--- src/rtl/uart_tx_mmio_pkg.sv ---
// Shared definitions for the MMIO UART: register offsets, STATUS bit positions,
// shifter state encoding and the 100 MHz / 115200 baud divisor.
package uart_tx_mmio_pkg;
  localparam logic [1:0] OFF_TXDATA  = 2'd0;
  localparam logic [1:0] OFF_STATUS  = 2'd1;
  localparam logic [1:0] OFF_DIVISOR = 2'd2;

  localparam int ST_FULL    = 0;
  localparam int ST_EMPTY   = 1;
  localparam int ST_BUSY    = 2;
  localparam int ST_OVF     = 3;
  localparam int ST_CNT_LSB = 4;

  localparam int DIV_RESET_115K = 867;

  typedef enum logic [1:0] {TX_IDLE, TX_START, TX_DATA, TX_STOP} tx_state_e;

  function automatic logic [3:0] sat_cnt4(input logic [31:0] c);
    return (c > 32'd15) ? 4'd15 : c[3:0];
  endfunction
endpackage

--- src/rtl/uart_tx_mmio_sync_fifo.sv ---
// Synchronous FIFO with a separate occupancy counter. A push while full is
// accepted when a pop frees the slot in the same cycle.
module uart_tx_mmio_sync_fifo #(
  parameter int WIDTH = 8,
  parameter int DEPTH = 8,
  localparam int AW = $clog2(DEPTH),
  localparam int CW = AW + 1
) (
  input  logic             clk,
  input  logic             rst,
  input  logic             push,
  input  logic             pop,
  input  logic [WIDTH-1:0] wdata,
  output logic [WIDTH-1:0] rdata,
  output logic             full,
  output logic             empty,
  output logic [CW-1:0]    count
);
  logic [WIDTH-1:0] mem [DEPTH];
  logic [AW-1:0]    wr_ptr, rd_ptr;
  logic             push_ok, pop_ok;

  assign full    = (count == CW'(DEPTH));
  assign empty   = (count == '0);
  assign pop_ok  = pop && !empty;
  assign push_ok = push && (!full || pop_ok);
  assign rdata   = mem[rd_ptr];

  always_ff @(posedge clk)
    if (push_ok) mem[wr_ptr] <= wdata;

  always_ff @(posedge clk) begin
    if (rst) begin
      wr_ptr <= '0;
      rd_ptr <= '0;
      count  <= '0;
    end else begin
      if (push_ok) wr_ptr <= wr_ptr + AW'(1);
      if (pop_ok)  rd_ptr <= rd_ptr + AW'(1);
      case ({push_ok, pop_ok})
        2'b10:   count <= count + CW'(1);
        2'b01:   count <= count - CW'(1);
        default: ;
      endcase
    end
  end
endmodule

--- src/rtl/uart_tx_mmio.sv ---
// Memory-mapped 8N1 UART transmitter: CPU stores fill a TX FIFO, a baud-timed
// shifter drains it onto a registered serial line.
module uart_tx_mmio
  import uart_tx_mmio_pkg::*;
#(
  parameter logic [31:0] BASE       = 32'h1010,
  parameter int          FIFO_DEPTH = 8,
  parameter int          DIV_RESET  = DIV_RESET_115K,
  parameter logic [2:0]  MEM_STATE  = 3'd3
) (
  input  logic        clk,
  input  logic        rst,
  input  logic [2:0]  state,
  input  logic        en,
  input  logic        load_enable,
  input  logic        store_enable,
  input  logic        is_sb,
  input  logic        is_sh,
  input  logic        is_sw,
  input  logic [31:0] address,
  input  logic [31:0] data_in,
  output logic [31:0] data_out,
  output logic        uart_rxd_out,
  output logic        tx_idle
);
  localparam int CW = $clog2(FIFO_DEPTH) + 1;

  logic          sel, wr, push_req, pop, full, empty, bit_end;
  logic [1:0]    offset;
  logic [7:0]    rdata, shreg;
  logic [CW-1:0] count;
  logic [15:0]   divisor, bit_div, cnt;
  logic [2:0]    idx;
  logic          overflow;
  logic [31:0]   status;
  tx_state_e     st, st_nx;

  // Loads are width-agnostic and only sw/sb matter for DIVISOR writes.
  logic unused;
  assign unused = ^{load_enable, is_sh, is_sw, address[1:0], data_in[31:16]};

  assign sel      = en && (address[31:4] == BASE[31:4]);
  assign offset   = address[3:2];
  assign wr       = sel && store_enable && (state == MEM_STATE);
  assign push_req = wr && (offset == OFF_TXDATA);

  uart_tx_mmio_sync_fifo #(.WIDTH(8), .DEPTH(FIFO_DEPTH)) u_fifo (
    .clk   (clk),
    .rst   (rst),
    .push  (push_req),
    .pop   (pop),
    .wdata (data_in[7:0]),
    .rdata (rdata),
    .full  (full),
    .empty (empty),
    .count (count)
  );

  always_comb begin
    st_nx   = st;
    pop     = 1'b0;
    bit_end = (cnt == bit_div);
    case (st)
      TX_IDLE:  if (!empty) begin pop = 1'b1; st_nx = TX_START; end
      TX_START: if (bit_end) st_nx = TX_DATA;
      TX_DATA:  if (bit_end && idx == 3'd7) st_nx = TX_STOP;
      TX_STOP:
        if (bit_end) begin
          if (!empty) begin pop = 1'b1; st_nx = TX_START; end
          else st_nx = TX_IDLE;
        end
      default:  st_nx = TX_IDLE;
    endcase
  end

  always_ff @(posedge clk) begin
    if (rst) begin
      st           <= TX_IDLE;
      uart_rxd_out <= 1'b1;
      cnt          <= '0;
      idx          <= '0;
      shreg        <= '0;
      bit_div      <= '0;
    end else begin
      st <= st_nx;
      // Line follows the current state, so it lags the state register by one clock.
      case (st)
        TX_START: uart_rxd_out <= 1'b0;
        TX_DATA:  uart_rxd_out <= shreg[0];
        default:  uart_rxd_out <= 1'b1;
      endcase
      if (pop) begin
        shreg   <= rdata;
        bit_div <= divisor;
        cnt     <= '0;
        idx     <= '0;
      end else if (st != TX_IDLE) begin
        if (bit_end) begin
          cnt <= '0;
          if (st == TX_DATA) begin
            idx   <= idx + 3'd1;
            shreg <= shreg >> 1;
          end
        end else begin
          cnt <= cnt + 16'd1;
        end
      end
    end
  end

  always_ff @(posedge clk) begin
    if (rst) begin
      divisor  <= 16'(DIV_RESET);
      overflow <= 1'b0;
    end else begin
      if (wr && offset == OFF_DIVISOR) begin
        if (is_sb) divisor[7:0] <= data_in[7:0];
        else       divisor      <= data_in[15:0];
      end
      if (wr && offset == OFF_STATUS)        overflow <= 1'b0;
      else if (push_req && full && !pop)     overflow <= 1'b1;
    end
  end

  always_comb begin
    status                         = '0;
    status[ST_FULL]                = full;
    status[ST_EMPTY]               = empty;
    status[ST_BUSY]                = (st != TX_IDLE);
    status[ST_OVF]                 = overflow;
    status[ST_CNT_LSB+3:ST_CNT_LSB] = sat_cnt4(32'(count));
    data_out = '0;
    if (sel) begin
      case (offset)
        OFF_STATUS:  data_out = status;
        OFF_DIVISOR: data_out = {16'd0, divisor};
        default:     data_out = '0;
      endcase
    end
  end

  assign tx_idle = empty && (st == TX_IDLE);
endmodule

--- config.mk ---
export PLATFORM = sky130hd
export DESIGN_NAME = uart_tx_mmio
export DESIGN_NICKNAME = d
export VERILOG_FILES = /design/src/rtl/uart_tx_mmio_pkg.sv /design/src/rtl/uart_tx_mmio_sync_fifo.sv /design/src/rtl/uart_tx_mmio.sv
export SDC_FILE = /design/constraint.sdc
export NUM_CORES = 1
export LEC_CHECK = 0
export ABC_CLOCK_PERIOD_IN_PS = 3800
export BUFFER_PORTS_ARGS = -buffer_cell sky130_fd_sc_hd__buf_2
export CORE_AREA = 5 5 86 167
export DETAILED_ROUTE_END_ITERATION = 8
export DIE_AREA = 0 0 91 172
export MAX_ROUTING_LAYER = met4
export PLACE_DENSITY = 0.68
export RECOVER_POWER = 50
export SYNTH_ARGS = -nofsm -noshare
export SYNTH_HDL_FRONTEND = slang
export SYNTH_SLANG_ARGS = --single-unit
--- constraint.sdc ---
create_clock -name clk -period 3.8 [get_ports clk]
set_input_delay 0.95 -clock clk [delete_from_list [all_inputs] [get_ports clk]]
set_output_delay 0.95 -clock clk [all_outputs]
set_load 0.01 [all_outputs]
==> impl_metrics.tcl, run 1 <==
set metrics [dict create \
    min_path_type "flop to flop" \
    tritoncts.num_buffers 17 \
    yosysSeqAreaShare 0.545 \
    cts_post_setup_buffers_inserted 0 \
    route.vias.total 4115 \
    starting_utilization_of_the_core_area 0.489 \
    synth_cell_count_leaders "dfxtp_1 (76), edfxtp_1 (64), nor2_1 (63)" \
    floorplan.core_area_sq_um 12900 \
    maxClockFrequency_mhz 303 \
    place.port_buffers 71 \
    grt_setup_unrepaired "no" \
    ys_dominant_reg_cell "dfxtp_1" \
    worst_supply_voltage_drop_on_vdd_mv 0.430 \
    gpl.final_weighted_congestion 0.794 \
    ctsLongestPathBuffers 2 \
    layout.nets 683 \
    vias_per_cell 5.41 \
    initial_antenna_violation_count 0 \
    grt_usage 0.191 \
    slew_headroom 0.235 \
    total_die_area_sq_um 15700 \
    synthMostInstantiatedCell "dfxtp_1" \
    yosys.cell_types.count 49 \
    total_of_flip_flops_plus_latches_after_synthesis 140 \
    synthesis.instances 523 \
    setup_total_negative_slack_ns 0 \
    power-per-cell-area_nw_per_um2 648 \
    synthesized_area_per_cell_sq_um 12.1 \
    finalHoldViolations 0 \
    crit_path_max_incr_delay_ns 0.31 \
    required_ns 2.85 \
    most_area_hungry_cell_type_in_the_yosys_netlist "edfxtp_1" \
    post-synth-top-area-fraction 0.304 \
    cp.buffers_inverters 2 \
    floorplan.io_pins 109 \
    core.rowCount 59 \
    place.detailed.hpwl_um 10400 \
    grt_pass1_vias 4404 \
    clk_root_buffer_cell "clkbuf_16" \
    critical_path.slowest_cell "nor4b_1" \
    grt_max_degree 54 \
    power_leakage_nw 2.87 \
    insertion_delay_ns 0.42 \
    clock_tree_sinks 140 \
    synth.top_cells.by_area "edfxtp_1 (30%), dfxtp_1 (24%), mux2i_1 (7.8%), mux4_2 (5.7%), nor2_1 (3.7%)" \
    dr.pass1.iters 4 \
    critical_path.top_delay_family "simple AND/OR/NAND/NOR gates" \
    clk_pin_slew_worst_paths_ns 0.06 \
    initialDrtViolationCount 171 \
    synth_enable_flop_cells 64 \
    ys.warnings.count 0 \
    cts_tree "done" \
    hold_buffers 0 \
    area.growth.synth_to_final_pct 15.0 \
    fin_util 0.562 \
    status "complete, no violations" \
    tightest_slew_ns 1.14 \
    postSynth.asyncResetShare 0 \
    endpoint_kind "primary output" \
    die_h_um 172 \
    critical_path_start_end_classification "primary input to primary output" \
    crit_path_cell_trace "buf_2 -> nor4b_1 -> nand4_1 -> nor2_1 -> nand2_1 -> nor2_1 -> buf_2" \
    gates_resized_cts_repair 0 \
    totalWireLength_um 13900 \
    h-tree-depth 4 \
    post_synthesis_cell_area_sq_um 6310 \
    drc 0 \
    postRouteAntennaNets 0 \
    period_minus_slack_ns 3.30 \
    die_w_um 91 \
    grt_first_pass_wirelength_um 22200 \
    wl_per_cell_um 18.3 \
    post-route-period-util 0.868 \
    drive_gt1_frac 0.209 \
    worstPathArrival_ns 2.35 \
    cp_max_fo 8 \
    crit_path_start_kind "primary input" \
    worst_clock_skew_ns 0.00916 \
    maxCapViolCount 0 \
    setup_viol 0 \
    slew_viol_final 0 \
    overflow 0 \
    antenna_cells 0 \
]
final timing paths:
check | start | endpoint | slack (ns) | depth (start not counted)
worst max-delay path | address[5] | data_out[2] | 0.50 | 7
worst min-delay path | shreg[7] | shreg[7] | 0.50 | 2
worst min register to register | shreg[7] | shreg[7] | 0.50 | 2
worst max register to register | cnt[0] | u_fifo.count[0] | 0.62 | 7
metrics by stage:
step | hold slack (ns) | instance area, sq um | std cells | total power [mW] | setup WS [ns]
2_1_floorplan | 0.444 | 6370 | 538 | 2.93 | 0.522
3_3_place_gp | 0.471 | 6730 | 728 | 3.17 | 0.486
3_5_place_dp | 0.493 | 6730 | 728 | 3.21 | 0.412
4_1_cts | 0.503 | 7290 | 760 | 4.76 | 0.449
5_1_grt | 0.526 | 7260 | 760 | 4.95 | 0.268
6_report | 0.502 | 7260 | 760 | 4.70 | 0.502
sequential cells by signal, indices dropped and copies added (netlist names), 4 cells and up, named ones only:
register      flops
u_fifo.mem       64
bit_div          16
cnt              16
divisor          16
shreg             8
u_fifo.count      4
worst register-to-register path: cells and delay by family (launching register included):
kind,cells,cell delay (ns)
multiplexers,2,0.92
XOR/XNOR,1,0.11
AND/OR/NAND/NOR,2,0.63
flip-flops,1,0.45
buffers and inverters,1,0.62
AO/OA/AOI/OAI,1,0.34
routing by layer:
metal | part of all wire | vias to the layer above | routed length [um] | track usage
met2 | 0.61 | 82 | 8440 | 0.376
li1 | - | 2010 | - | -
met1 | 0.33 | 1993 | 4610 | 0.167
met3 | 0.030 | 30 | 412 | 0.0392
met4 | 0.033 | 0 | 453 | 0.0932
met5 | 0 | - | 0 | -
final cells by class:
class | instances | area (sq um)
clock inverters | 15 | 135
clock buffers | 17 | 425
repair buffers | 81 | 412
flip-flops and latches | 140 | 3440
fillers | 1055 | 5660
inverters | 12 | 45.0
well taps | 152 | 190
multi-input cells | 343 | 2610
power by group:
part | internal, mW | switching, mW
clock | 0.907 | 0.655
sequential | 1.70 | 0.156
combinational | 0.596 | 0.690
total | 3.20 | 1.50
cell usage in the layout, fill, tap and decap left out, types with 12 or more instances in the layout:
cell	netlist	layout
conb_1	1	16
dfxtp_1	76	76
inv_1	12	12
clkbuf_16	0	17
xor2_1	26	26
mux4_2	16	16
ha_1	13	13
mux2i_1	49	49
a211oi_1	15	15
nand2_1	22	22
buf_2	6	61
edfxtp_1	64	64
nor2b_1	17	17
and3_1	13	13
nor2_1	63	63
cells by family after synthesis:
group | Yosys count | share of synthesized area
xor+xnor | 32 | 0.0444
fa+ha+maj | 13 | 0.0258
flops | 140 | 0.545
buf+inv | 55 | 0.0488
mux | 70 | 0.145
compound gates | 42 | 0.0456
simple gates | 170 | 0.145
other cells | 1 | 0.000594
(Power assumes the default switching activity.)
==> inputs of run 2 (changes only) <==
==> constraint.sdc (replaced) <==
create_clock -name clk -period 3.8 [get_ports clk]
set_input_delay 0.76 -clock clk [delete_from_list [all_inputs] [get_ports clk]]
set_output_delay 0.76 -clock clk [all_outputs]
set_load 0.01 [all_outputs]
==> run 2 against run 1 <==
  * Setup slack improved by 0.18 ns
  * Non-clock buffer count did not move
  * Clock skew fell by 0.00091 ns
  * Maximum frequency rose by 5.7%
  * Sequential power barely moved
  * Worst hold slack got worse by 0.0039 ns
  * Critical path depth did not move
  * Via count rose by 1.8%
  * First-iteration DRC count rose by 7.6%
  * Register-to-register slack improved by 0.06 ns
==> impl_metrics.tcl, run 2 (synthesized netlist as in run 1, its figures left out) <==
set metrics [dict create \
    dr.pass1.iters 4 \
    critical_path_start_end_classification "flop to flop" \
    power-per-cell-area_nw_per_um2 638 \
    power_leakage_nw 2.85 \
    post-place-cells 728 \
    die_w_um 91 \
    status "complete, no violations" \
    clk_pin_slew_worst_paths_ns 0.06 \
    gpl.final_weighted_congestion 0.807 \
    grt_first_pass_wirelength_um 22900 \
    grt_setup_unrepaired "no" \
    place.detailed.hpwl_um 10300 \
    power.sequential.fraction 0.404 \
    totalWireLength_um 14100 \
    core.rowCount 59 \
    worstPathArrival_ns 3.42 \
    grt_max_degree 54 \
    slew_headroom 0.246 \
    tightest_slew_ns 1.13 \
    hold_buffers 0 \
    antenna_cells 0 \
    worst_supply_voltage_drop_on_vdd_mv 0.478 \
    multi_input_comb_area_sq_um 2610 \
    gates_resized_cts_repair 0 \
    clk_root_buffer_cell "clkbuf_16" \
    place.port_buffers 71 \
    worst_clock_skew_ns 0.00825 \
    endpoint_kind "flop" \
    layout.cells.non_filler 760 \
    maxClockFrequency_mhz 320 \
    final-seq-area_sq_um 3440 \
    crit_path_start_kind "flop" \
    route.vias.total 4191 \
    floorplan.core_area_sq_um 12900 \
    postRouteAntennaNets 0 \
    initialDrtViolationCount 184 \
    initial_antenna_violation_count 0 \
    vias_per_cell 5.51 \
    pwr-share-comb 0.279 \
    total_die_area_sq_um 15700 \
    ctsLongestPathBuffers 2 \
    clock_tree_sinks 140 \
    floorplan.io_pins 109 \
    setup_viol 0 \
    overflow 0 \
    required_ns 4.09 \
    drc 0 \
    layout.cell_area.non_filler_sq_um 7230 \
    grt_pass1_vias 4524 \
    tritoncts.num_buffers 17 \
    final.fill_count 1101 \
    finalHoldViolations 0 \
    cts_tree "done" \
    slew_viol_final 0 \
    internal_power_mw 3.14 \
    starting_utilization_of_the_core_area 0.489 \
    wl_per_cell_um 18.5 \
    post-route-period-util 0.821 \
    maxCapViolCount 0 \
    place_worst_setup_slack_ns 0.655 \
    clock_power_share 0.317 \
    largest_register_ff_count 64 \
    p_sw_frac 0.320 \
    die_h_um 172 \
    h-tree-depth 4 \
    cts_post_setup_buffers_inserted 0 \
    min_path_type "flop to flop" \
    area.growth.synth_to_final_pct 14.5 \
    biggest_register "u_fifo.mem" \
    placedInstanceArea_sq_um 6730 \
    layout_commonest_cell "dfxtp_1" \
    drive_gt1_frac 0.211 \
    cp_max_fo 41 \
    setup_total_negative_slack_ns 0 \
    period_minus_slack_ns 3.12 \
    worst_slack_ns 0.679 \
    grt_usage 0.193 \
    layout.nets 683 \
    netSwitchingPower_mw 1.47 \
    insertion_delay_ns 0.41 \
    top_library_cells_by_usage_in_the_layout_fill_and_taps_aside "dfxtp_1 (76), edfxtp_1 (64), nor2_1 (63)" \
]
[run 2: changes by cell type in the layout (fill, tap and decap cells not counted), moves of 2 or more]
cell	delta
clkbuf_1	+2
clkinv_1	-2
clkinv_2	+2
clkinvlp_2	+2
clkinvlp_4	+2
inv_6	-4
[run 2: area by class of cell]
cell class,instances,area share
sequential,140,0.476
multi-input combinational,343,0.361
clock buffer,18,0.0594
timing repair buffer,81,0.0568
tap,152,0.0263
clock inverter,14,0.0135
inverter,12,0.00623
[run 2: metrics by stage]
| stage | hold WS [ns] | power (mW) | utilization |
|---|---|---|---|
| 3_5_place_dp | 0.479 | 3.20 | 0.521 |
| 6_report | 0.499 | 4.61 | 0.560 |
| 4_1_cts | 0.487 | 4.67 | 0.562 |
| 3_3_place_gp | 0.470 | 3.15 | 0.521 |
| 2_1_floorplan | 0.444 | 2.93 | - |
| 5_1_grt | 0.527 | 4.87 | 0.560 |
[run 2: worst paths after layout]
kind | start | endpoint | slack [ns] | depth (start not counted)
worst max-delay path | cnt[0] | u_fifo.count[0] | 0.68 | 7
worst min-delay path | shreg[7] | shreg[7] | 0.50 | 2
worst max register to register | cnt[0] | u_fifo.count[0] | 0.68 | 7
worst min register to register | shreg[7] | shreg[7] | 0.50 | 2
[run 2: metal layers]
metal	up-vias	share of wire	global-route usage
met2	98	0.59	0.374
met1	2049	0.34	0.176
li1	2012	-	-
met3	32	0.030	0.0344
met4	0	0.034	0.0945
met5	-	0	-
[run 2: power groups by stage]
stage | Clock, mW | Combinational (mW) | Sequential, mW
finish | 1.46 | 1.29 | 1.86
detailed placement | 0 | 1.30 | 1.90
CTS | 1.49 | 1.31 | 1.87
global placement | 0 | 1.26 | 1.89
floorplan | 0 | 1.13 | 1.80
global route | 1.57 | 1.42 | 1.88
[run 2: critical path, stage by stage (launching register included)]
cell and delay, ns:
dfxtp_1 0.44, xor2_1 0.10, nor4_1 0.33, nand4_1 0.36, o21a_2 0.33, clkbuf_2 0.62
mux2_4 0.54, mux2_4 0.30
